### config.mk
export PLATFORM = sky130hd
export DESIGN_NAME = interp_fir
export DESIGN_NICKNAME = d
export VERILOG_FILES = /design/src/rtl/interp_fir.sv
export SDC_FILE = /design/constraint.sdc
export NUM_CORES = 1
export LEC_CHECK = 0
export ABC_CLOCK_PERIOD_IN_PS = 1350
export CAP_MARGIN = 20
export CORE_ASPECT_RATIO = 0.75
export CORE_MARGIN = 5
export CORE_UTILIZATION = 25
export CTS_CLUSTER_SIZE = 14
export DETAILED_ROUTE_END_ITERATION = 10
export PLACE_DENSITY = 0.86
export SETUP_SLACK_MARGIN = 0.05
export SLEW_MARGIN = 20
export SYNTH_ARGS = -nofsm -noshare
export SYNTH_HDL_FRONTEND = slang
export SYNTH_SLANG_ARGS = --single-unit
export TNS_END_PERCENT = 100
### constraint.sdc
create_clock -name clk -period 1.35 [get_ports clk]
set_input_delay 0.2025 -clock clk [delete_from_list [all_inputs] [get_ports clk]]
set_output_delay 0.2025 -clock clk [all_outputs]
set_load 0.01 [all_outputs]
### src/rtl/interp_fir.sv
// interp_fir: interpolating polyphase FIR filter.
//
// For each input sample popped from the upstream FIFO, the block produces
// INTERPOLATION filtered outputs into the downstream FIFO. This is equivalent
// to zero-stuffing by L followed by a TAPS-tap FIR, but only the non-zero
// products are computed. One multiply-accumulate is performed per cycle.
//
// Ports:
//   clk          clock
//   rst          asynchronous, active-high reset
//   x_in_rd_en   pop strobe to the input FIFO (combinational, LOAD only)
//   x_in_empty   input FIFO empty
//   x_in         input FIFO head data (show-ahead), signed
//   y_out        output sample, signed; driven from the accumulator
//   y_out_wr_en  push strobe to the output FIFO (combinational, WRITE only)
//   y_out_full   output FIFO full
module interp_fir #(
    parameter int INTERPOLATION = 2,
    parameter int TAPS          = 32,
    parameter int DATA_WIDTH    = 32,
    parameter int MULT_WIDTH    = 64,
    parameter int FRAC_BITS     = 10,
    parameter logic signed [0:TAPS-1][DATA_WIDTH-1:0] coeff = '0
) (
    input  logic                  clk,
    input  logic                  rst,
    output logic                  x_in_rd_en,
    input  logic                  x_in_empty,
    input  logic [DATA_WIDTH-1:0] x_in,
    output logic [DATA_WIDTH-1:0] y_out,
    output logic                  y_out_wr_en,
    input  logic                  y_out_full
);

    localparam int P  = TAPS / INTERPOLATION;
    localparam int TW = (P > 1) ? $clog2(P) : 1;
    localparam int PW = (INTERPOLATION > 1) ? $clog2(INTERPOLATION) : 1;
    localparam int IW = (TAPS > 1) ? $clog2(TAPS) : 1;

    localparam logic [TW-1:0] TAP_LAST = TW'(P - 1);
    localparam logic [PW-1:0] PH_LAST  = PW'(INTERPOLATION - 1);

    // Adding 2^FRAC_BITS-1 to negative products before the arithmetic shift
    // makes the shift truncate toward zero, matching signed division.
    localparam logic signed [MULT_WIDTH-1:0] BIAS =
        (MULT_WIDTH'(1) <<< FRAC_BITS) - MULT_WIDTH'(1);

    typedef enum logic [1:0] {
        LOAD  = 2'd0,
        MAC   = 2'd1,
        WRITE = 2'd2
    } state_t;

    state_t state_q, state_d;

    logic [DATA_WIDTH-1:0] hist [P];
    logic [DATA_WIDTH-1:0] acc;
    logic [PW-1:0]         phase;
    logic [TW-1:0]         tap;

    logic [IW-1:0]                  coef_idx;
    logic [DATA_WIDTH-1:0]          hist_sel;
    logic [DATA_WIDTH-1:0]          coef_sel;
    logic signed [MULT_WIDTH-1:0]   op_a;
    logic signed [MULT_WIDTH-1:0]   op_b;
    logic signed [MULT_WIDTH-1:0]   prod;
    logic signed [MULT_WIDTH-1:0]   prod_adj;
    logic [DATA_WIDTH-1:0]          dq;

    // Polyphase tap selection: phase p uses h[k*L + p] against hist[k].
    always_comb begin
        coef_idx = IW'(tap) * IW'(INTERPOLATION) + IW'(phase);
        hist_sel = hist[tap];
        coef_sel = coeff[coef_idx];
        op_a     = MULT_WIDTH'($signed(hist_sel));
        op_b     = MULT_WIDTH'($signed(coef_sel));
        prod     = op_a * op_b;
        prod_adj = prod + (prod[MULT_WIDTH-1] ? BIAS : '0);
        dq       = DATA_WIDTH'(prod_adj >>> FRAC_BITS);
    end

    // Strobes are gated by rst so they stay low while reset is held,
    // even though the state register already reads LOAD.
    always_comb begin
        state_d     = state_q;
        x_in_rd_en  = 1'b0;
        y_out_wr_en = 1'b0;
        case (state_q)
            LOAD: begin
                if (!x_in_empty && !rst) begin
                    x_in_rd_en = 1'b1;
                    state_d    = MAC;
                end
            end
            MAC: begin
                if (tap == TAP_LAST) begin
                    state_d = WRITE;
                end
            end
            WRITE: begin
                if (!y_out_full && !rst) begin
                    y_out_wr_en = 1'b1;
                    state_d     = (phase == PH_LAST) ? LOAD : MAC;
                end
            end
            default: state_d = LOAD;
        endcase
    end

    always_ff @(posedge clk or posedge rst) begin
        if (rst) begin
            state_q <= LOAD;
        end else begin
            state_q <= state_d;
        end
    end

    always_ff @(posedge clk or posedge rst) begin
        if (rst) begin
            hist  <= '{default: '0};
            acc   <= '0;
            phase <= '0;
            tap   <= '0;
        end else begin
            case (state_q)
                LOAD: begin
                    if (x_in_rd_en) begin
                        for (int unsigned k = P - 1; k > 0; k--) begin
                            hist[k] <= hist[k-1];
                        end
                        hist[0] <= x_in;
                        phase   <= '0;
                        tap     <= '0;
                        acc     <= '0;
                    end
                end
                MAC: begin
                    acc <= acc + dq;
                    if (tap != TAP_LAST) begin
                        tap <= tap + 1'b1;
                    end
                end
                WRITE: begin
                    if (y_out_wr_en && (phase != PH_LAST)) begin
                        phase <= phase + 1'b1;
                        tap   <= '0;
                        acc   <= '0;
                    end
                end
                default: ;
            endcase
        end
    end

    assign y_out = acc;

endmodule

==> results of run 1 <==
==> placed cells by master, fill, tap and decap left out, types with 2 or more instances in the layout <==
cell and count:
dfrtp_1 6, nand2_1 2, buf_4 11, dlygate4sd2_1 2
o21bai_1 2, inv_1 4, conb_1 32, clkbuf_4 3
a21oi_1 2, nor2_1 2, buf_2 2
==> sequential cells by signal (all words and copies together), names as in the netlist <==
register  cells
phase         1
state_q       2
tap           4
==> worst max path at each step <==
stage / startpoint / end / slack [ns] / cells after the start
global placement: x_in_empty / x_in_rd_en / -0.51 / 4
global route: state_q[1]$_DFFE_PP0P_ / x_in_rd_en / -0.17 / 3
floorplan: tap[1]$_DFFE_PP0P_ / tap[0]$_DFFE_PP0P_ / 0.07 / 4
detailed placement: x_in_empty / x_in_rd_en / -0.53 / 4
CTS: state_q[1]$_DFFE_PP0P_ / x_in_rd_en / -0.12 / 3
finish: state_q[1]$_DFFE_PP0P_ / x_in_rd_en / -0.11 / 3
==> layer usage <==
layer  share of wire [%]  routed length (um)  vias to the layer above
li1                    -                   -                      218
met1                  35                 459                      213
met2                  55                 723                       15
met3                 7.6                  99                        4
met4                 1.6                  21                        0
met5                   0                   0                        -
==> metrics by stage <==
step / utilization [%] / total power [mW] / hold WS, ns / setup TNS, ns / setup WS (ns)
floorplan: - / 0.732 / 0.00590 / 0 / 0.0691
global placement: 27.8 / 0.822 / 0.522 / -2.22 / -0.512
detailed placement: 27.8 / 0.845 / 0.517 / -2.52 / -0.528
CTS: 29.9 / 1.06 / 0.234 / -0.220 / -0.117
global route: 31.1 / 1.21 / 0.326 / -0.646 / -0.166
finish: 31.1 / 1.10 / 0.304 / -0.342 / -0.107
==> final cells by class <==
class	instances	area [um2]
clock buffer	4	26.3
fill	262	1630
inverter	4	15.0
multi-input combinational	60	354
sequential	7	176
tap	34	42.5
timing repair buffer	16	120
==> worst max-delay path, stage by stage (launching register included) <==
cell,delay (ns)
dfrtp_1,0.42
or2_4,0.29
nor3_4,0.13
buf_2,0.16
==> power breakdown <==
group,internal (mW),switching [mW]
Clock,0.113,0.0764
Sequential,0.301,0.0911
Combinational,0.251,0.269
Total,0.664,0.437
==> timing repair <==
action / CTS / global route
pin swaps: 4 / 4
hold endpoints to repair: 0 / 0
resized for setup: 14 / 5
endpoints found under the setup margin: 6 / 6
setup buffers: 2 / 1
hold buffers: 0 / 0
==> logic make-up after synthesis <==
| logic type | Yosys count | share of synthesized area [%] |
|---|---|---|
| AND/OR/NAND/NOR | 14 | 13.8 |
| buffers and inverters | 37 | 41.0 |
| other | 1 | 0.591 |
| flip-flops | 7 | 27.6 |
| multiplexers | 1 | 1.58 |
| AO/OA/AOI/OAI | 12 | 13.4 |
| adder cells (fa/ha/maj) | 1 | 1.97 |
==> parameters.txt, run 1 <==
Parameter                              Value

Place
  Half-perimeter wire length after detailed placement ... 963 um
  Final weighted congestion in routability-driven placement ... 0.778
  Number of placed instances, taps included ... 118
  Port Buffer Count ... 5
  Placed cell area ... between 600 and 700 um2

GRT
  Fraction of met3 tracks used by global routing ... under 10%
  Pin count of the biggest net entering global routing ... 8
  GRT Residual Overflow ... 0
  Total GRT Usage ... ~6.6%
  Initial antenna violation count ... 0
  GR peak layer ... met2
  Met1 track utilization from global routing ... between 7 and 8%
  Met2 Use GR ... between 10% and 20%
  Wire length of the first global-routing pass ... 1670 um
  Via count of the first global-routing pass ... approximately 380

Die
  Number of ports placed on the die boundary ... 70
  Area inside the core boundary ... ~0.0024 mm2
  Die width ... 68.2 um
  Floorplan die area ... ~0.0037 mm2
  Floorplan die height ... 53.6 um
  Starting density of the core ... between 20 and 30%
  Cell row count ... 15

Timing
  Fin. Hold Viols ... 0
  Count of final setup violators ... 6
  Final worst path period share ... 108%
  Max Fclk ... roughly 0.69 GHz
  Setup slack after layout ... -0.107 ns
  Total count of max-transition violations in the final report ... 0
  Min cycle time layout ... about 1.5 ns
  Setup repair after global routing missed its margin ... true
  Post-Route Skew ... ~0.0011 ns

Finish
  Count of antenna diodes in the layout ... 0
  Area Growth Syn to Fin ... 15.8%
  Layout Cells excl Fill ... approximately 130
  Ratio of cells with drive above 1 in the final layout ... between 20% and 30%
  Finished Cell Area ... ~730 um2
  Nets@finish ... between 100 and 150

Synthesis
  Share of flip-flops with an asynchronous set or reset ... 100%
  FF+latch count, synth ... 7
  Fraction of the yosys area taken by sequential cells ... between 20 and 30%
  Avg Cell Area, Syn ... between 8 and 9 um2
  Cell with the most instances after synthesis ... buf_4
  Synth warn ... 0
  Cell types with the highest counts after synthesis ... 32 x buf_4, 7 x dfrtp_1, 4 x inv_1
  Most area-consuming cells after synthesis ... buf_4 38%, dfrtp_1 28%, inv_1 2.4%
  Cell type with the highest aggregate area in the netlist ... buf_4
  Yosys top cell area share ... about 38%
  Number of distinct standard cells referenced by the synthesized netlist ... 27
  Post-synthesis instance area ... between 600 and 700 um2
  Ys flop type ... dfrtp_1
  Number of enable-type register cells in the synthesized netlist ... 0
  Instance count of the mapped netlist ... 73

Critical path
  Startpoint types ... flop
  Worst Path Required ... about 1.2 ns
  Worst reg2reg setup slack ... -0.06 ns
  Maximum fanout along the worst path ... 4
  Number of cell instances on the worst register-to-register path ... 3
  Arrival time of data at the critical path endpoint ... about 1.3 ns
  Launch point of the worst reg-to-reg path ... state_q[1]$_DFFE_PP0P_
  CP endpoint kind ... primary output
  Class of the most critical setup path ... flop to primary output
  R2R Path End ... state_q[0]$_DFFE_PP0P_

Job
  Total of max-cap violations ... 0

Pwr
  Pleak ... roughly 0.37 nW
  Total power density per cell area ... between 1000 and 1500 mW/mm2
  Worst-case vdd ir drop ... approximately 940 uV

Clock tree
  Maximum clock path buffer count ... 2
  Clk Tree Root Cell ... clkbuf_4
  H-tree level count ... 1
  Register clock-pin slew on the reported worst setup and hold paths ... ~0.050 ns
  Clock network latency to the later pin of the worst-skew pair ... 0.25 ns
  Number of buffers created by CTS ... 3
  Clock sink count ... 7
  TritonCTS clock tree ... yes

Route
  Via count ... between 400 and 500
  Total detailed-routing wirelength ... 1300 um
  Wire length per cell after detailed routing ... approximately 10 um
  Remaining number of nets flagged by the antenna check after routing ... 0
  Avg Vias per Cell ... around 3.6
  DRC violations left ... 0
  Count of routing violations after the opening detailed-route iteration ... 8
  First-pass DRT Iterations ... 4

Worst hold path
  Hold/Removal Path Class ... primary input to asynchronous set/reset pin

Outcome
  Outcome ... complete, but fails checks
  Violations in the final reports ... setup timing
(Power assumes the default switching activity.)
==> run 2: changes to the inputs <==
- SKIP_CTS_REPAIR_TIMING: unset -> 1
==> run 2 against run 1 <==
The flow still finishes with violations (setup timing). Setup slack got worse by 0.020 ns. Register-to-register slack is essentially flat. Sequential power fell by 1%. Combinational power increased by 11%. Critical path depth did not move. Largest power group unchanged. Highest routed layer unchanged.
==> parameters.txt, run 2 (synthesis results as in run 1) <==
Parameter                              Value

Pwr
  Sequential share of power ... 33.5% (-2.1 points)
  Power, Total ... 1.16 mW (+4.9%)
  Logic pwr share ... 50.1% (+2.9 points)
  Cell-internal power ... 699 uW (+5.1%)
  Clock network fraction of design power ... 16.4% (-0.8 points)
  P_sw ... 457 uW (+4.6%)
  Worst-case vdd ir drop ... 952 uV (+1.7%)
  Switching part of the total power ... 39.5% (-0.12 points)
  Pleak ... 0.393 nW (+6.1%)
  Total power density per cell area ... 1510 mW/mm2 (+0.97%)

GRT
  Initial antenna violation count ... 0 (unchanged)
  GRT Residual Overflow ... 0 (unchanged)
  Pin count of the biggest net entering global routing ... 8 (unchanged)
  Total GRT Usage ... 6.30% (-0.31 points)
  Via count of the first global-routing pass ... 364 (-4.7%)
  Wire length of the first global-routing pass ... 1590 um (-4.9%)

Place
  Number of placed instances, taps included ... 118 (unchanged)
  Pre-CTS setup slack ... -0.528 ns (unchanged)
  Final weighted congestion in routability-driven placement ... 0.778 (unchanged)
  Half-perimeter wire length after detailed placement ... 963 um (unchanged)
  Placed cell area ... 658 um2 (unchanged)
  Port Buffer Count ... 5 (unchanged)

Finish
  Number of flip-flops under the largest register name ... 4 (unchanged)
  Number of filler cells placed in the layout ... 258 (-1.5%)
  Leading registers by flop count ... tap x4, state_q x2, phase x1
  Top library cells by usage in the layout, fill and taps aside ... 32 x conb_1, 12 x buf_4, 6 x dfrtp_1
  Area occupied by multi-input gates ... 368 um2 (+3.9%)
  Register name with the most flops ... tap
  Nets@finish ... 130 (+0.78%)
  Most common library cell in the layout ignoring fill and taps ... conb_1
  Area Growth Syn to Fin ... 20.3%
  Ratio of cells with drive above 1 in the final layout ... 29.3% (+3.0 points)
  Total area of sequential cells ... 176 um2 (unchanged)
  Fraction of the core area covered by cells at the end of the flow ... 32.3% (+1.2 points)
  Count of antenna diodes in the layout ... 0 (unchanged)
  Layout Cells excl Fill ... 126 (+0.80%)
  Finished Cell Area ... 763 um2 (+3.9%)

Clock tree
  H-tree level count ... 1 (unchanged)
  Maximum clock path buffer count ... 2 (unchanged)
  TritonCTS clock tree ... yes
  Number of buffers created by CTS ... 3 (unchanged)
  Clock sink count ... 7 (unchanged)
  Clk Tree Root Cell ... clkbuf_4
  Register clock-pin slew on the reported worst setup and hold paths ... 0.05 ns (about the same)
  Clock network latency to the later pin of the worst-skew pair ... 0.25 ns (about the same)

Critical path
  Startpoint types ... flop
  CP endpoint kind ... primary output
  Arrival time of data at the critical path endpoint ... 1.27 ns (+0.02 ns)
  Worst Path Required ... 1.15 ns (about the same)
  Class of the most critical setup path ... flop to primary output
  Maximum fanout along the worst path ... 3 (-1)

Die
  Cell row count ... 15 (unchanged)
  Area inside the core boundary ... 0.00236 mm2 (unchanged)
  Floorplan die height ... 53.6 um (unchanged)
  Number of ports placed on the die boundary ... 70 (unchanged)
  Die width ... 68.2 um (unchanged)
  Starting density of the core ... 26.8% (unchanged)
  Floorplan die area ... 0.00366 mm2 (unchanged)

Timing
  Post-Route Skew ... 0.00112 ns (-0.0000275 ns)
  Max Fclk ... 0.677 GHz (-1.4%)
  Count of final setup violators ... 6 (unchanged)
  Setup slack after layout ... -0.127 ns (-0.0204 ns)
  Total count of max-transition violations in the final report ... 0 (unchanged)
  Setup repair after global routing missed its margin ... true
  Min cycle time layout ... 1.48 ns (+0.0204 ns)
  Accumulated negative setup slack ... -0.371 ns (-0.0285 ns)
  Final worst path period share ... 109% (+1.5 points)
  Fin. Hold Viols ... 0 (unchanged)
  WHS ... 0.166 ns (-0.138 ns)

Outcome
  Violations in the final reports ... setup timing
  Outcome ... complete, but fails checks

Route
  Wire length per cell after detailed routing ... 10.7 um (+2.7%)
  Avg Vias per Cell ... 3.65 (+1.4%)
  First-pass DRT Iterations ... 4 (unchanged)
  Total detailed-routing wirelength ... 1350 um (+3.5%)
  DRC violations left ... 0 (unchanged)
  Via count ... 460 (+2.2%)
  Count of routing violations after the opening detailed-route iteration ... 10 (+2)
  Remaining number of nets flagged by the antenna check after routing ... 0 (unchanged)

Job
  Total of max-cap violations ... 0 (unchanged)

Worst hold path
  Hold/Removal Path Class ... primary input to asynchronous set/reset pin
[run 2: cell count changes in the layout (fill, tap and decap cells not counted), sizes merged]
cell          previous run  this run
dlymetal6s2s             0         2
dlygate4sd2              2         0
buf                     13        14
[run 2: cell type report]
cell class                      count  share of cell area, %
Tap cell                           34                   5.57
Clock buffer                        4                   3.44
Sequential cell                     7                   23.1
Multi-Input combinational cell     60                   48.2
Inverter                            4                   1.97
Timing Repair Buffer               17                   17.7
[run 2: worst max-delay path, cell delays in order, from the launching register on]
cell,delay [ns]
dfrtp_1,0.41
or2_4,0.25
nor3_2,0.20
buf_2,0.16
[run 2: worst paths after layout]
check                                       start                      to  slack [ns]  cells after the start
setup / recovery           state_q[1]$_DFFE_PP0P_              x_in_rd_en       -0.13                      3
hold / removal                                rst  state_q[1]$_DFFE_PP0P_        0.17                      3
setup reg to reg           state_q[1]$_DFFE_PP0P_  state_q[0]$_DFFE_PP0P_       -0.07                      3
hold reg to reg                 phase$_DFFE_PP0P_       phase$_DFFE_PP0P_        0.53                      2
max in group asynchronous                     rst  state_q[0]$_DFFE_PP0P_        0.95                      3
min in group clk                       y_out_full  state_q[1]$_DFFE_PP0P_        0.34                      3
[run 2: metal layers]
layer  vias to the layer above  track usage [%]  part of all wire, %
li1                        221                -                    -
met1                       214             6.88                   34
met2                        19             9.76                   55
met3                         6             3.13                  8.0
met4                         0             3.96                  3.0
met5                         -                0                    0
[run 2: power by group through the flow]
stage / clock (mW) / sequential, mW / combinational, mW
6_report: 0.190 / 0.387 / 0.579
5_1_grt: 0.213 / 0.400 / 0.647
4_1_cts: 0.199 / 0.367 / 0.476
3_5_place_dp: 0 / 0.371 / 0.475
3_3_place_gp: 0 / 0.367 / 0.455
2_1_floorplan: 0 / 0.356 / 0.376
==> run 3: changes to the inputs <==
- ABC_CLOCK_PERIOD_IN_PS: 1350 -> unset
==> results of run 3 <==
Final layout, timing and power as in run 2 (identical DEF).
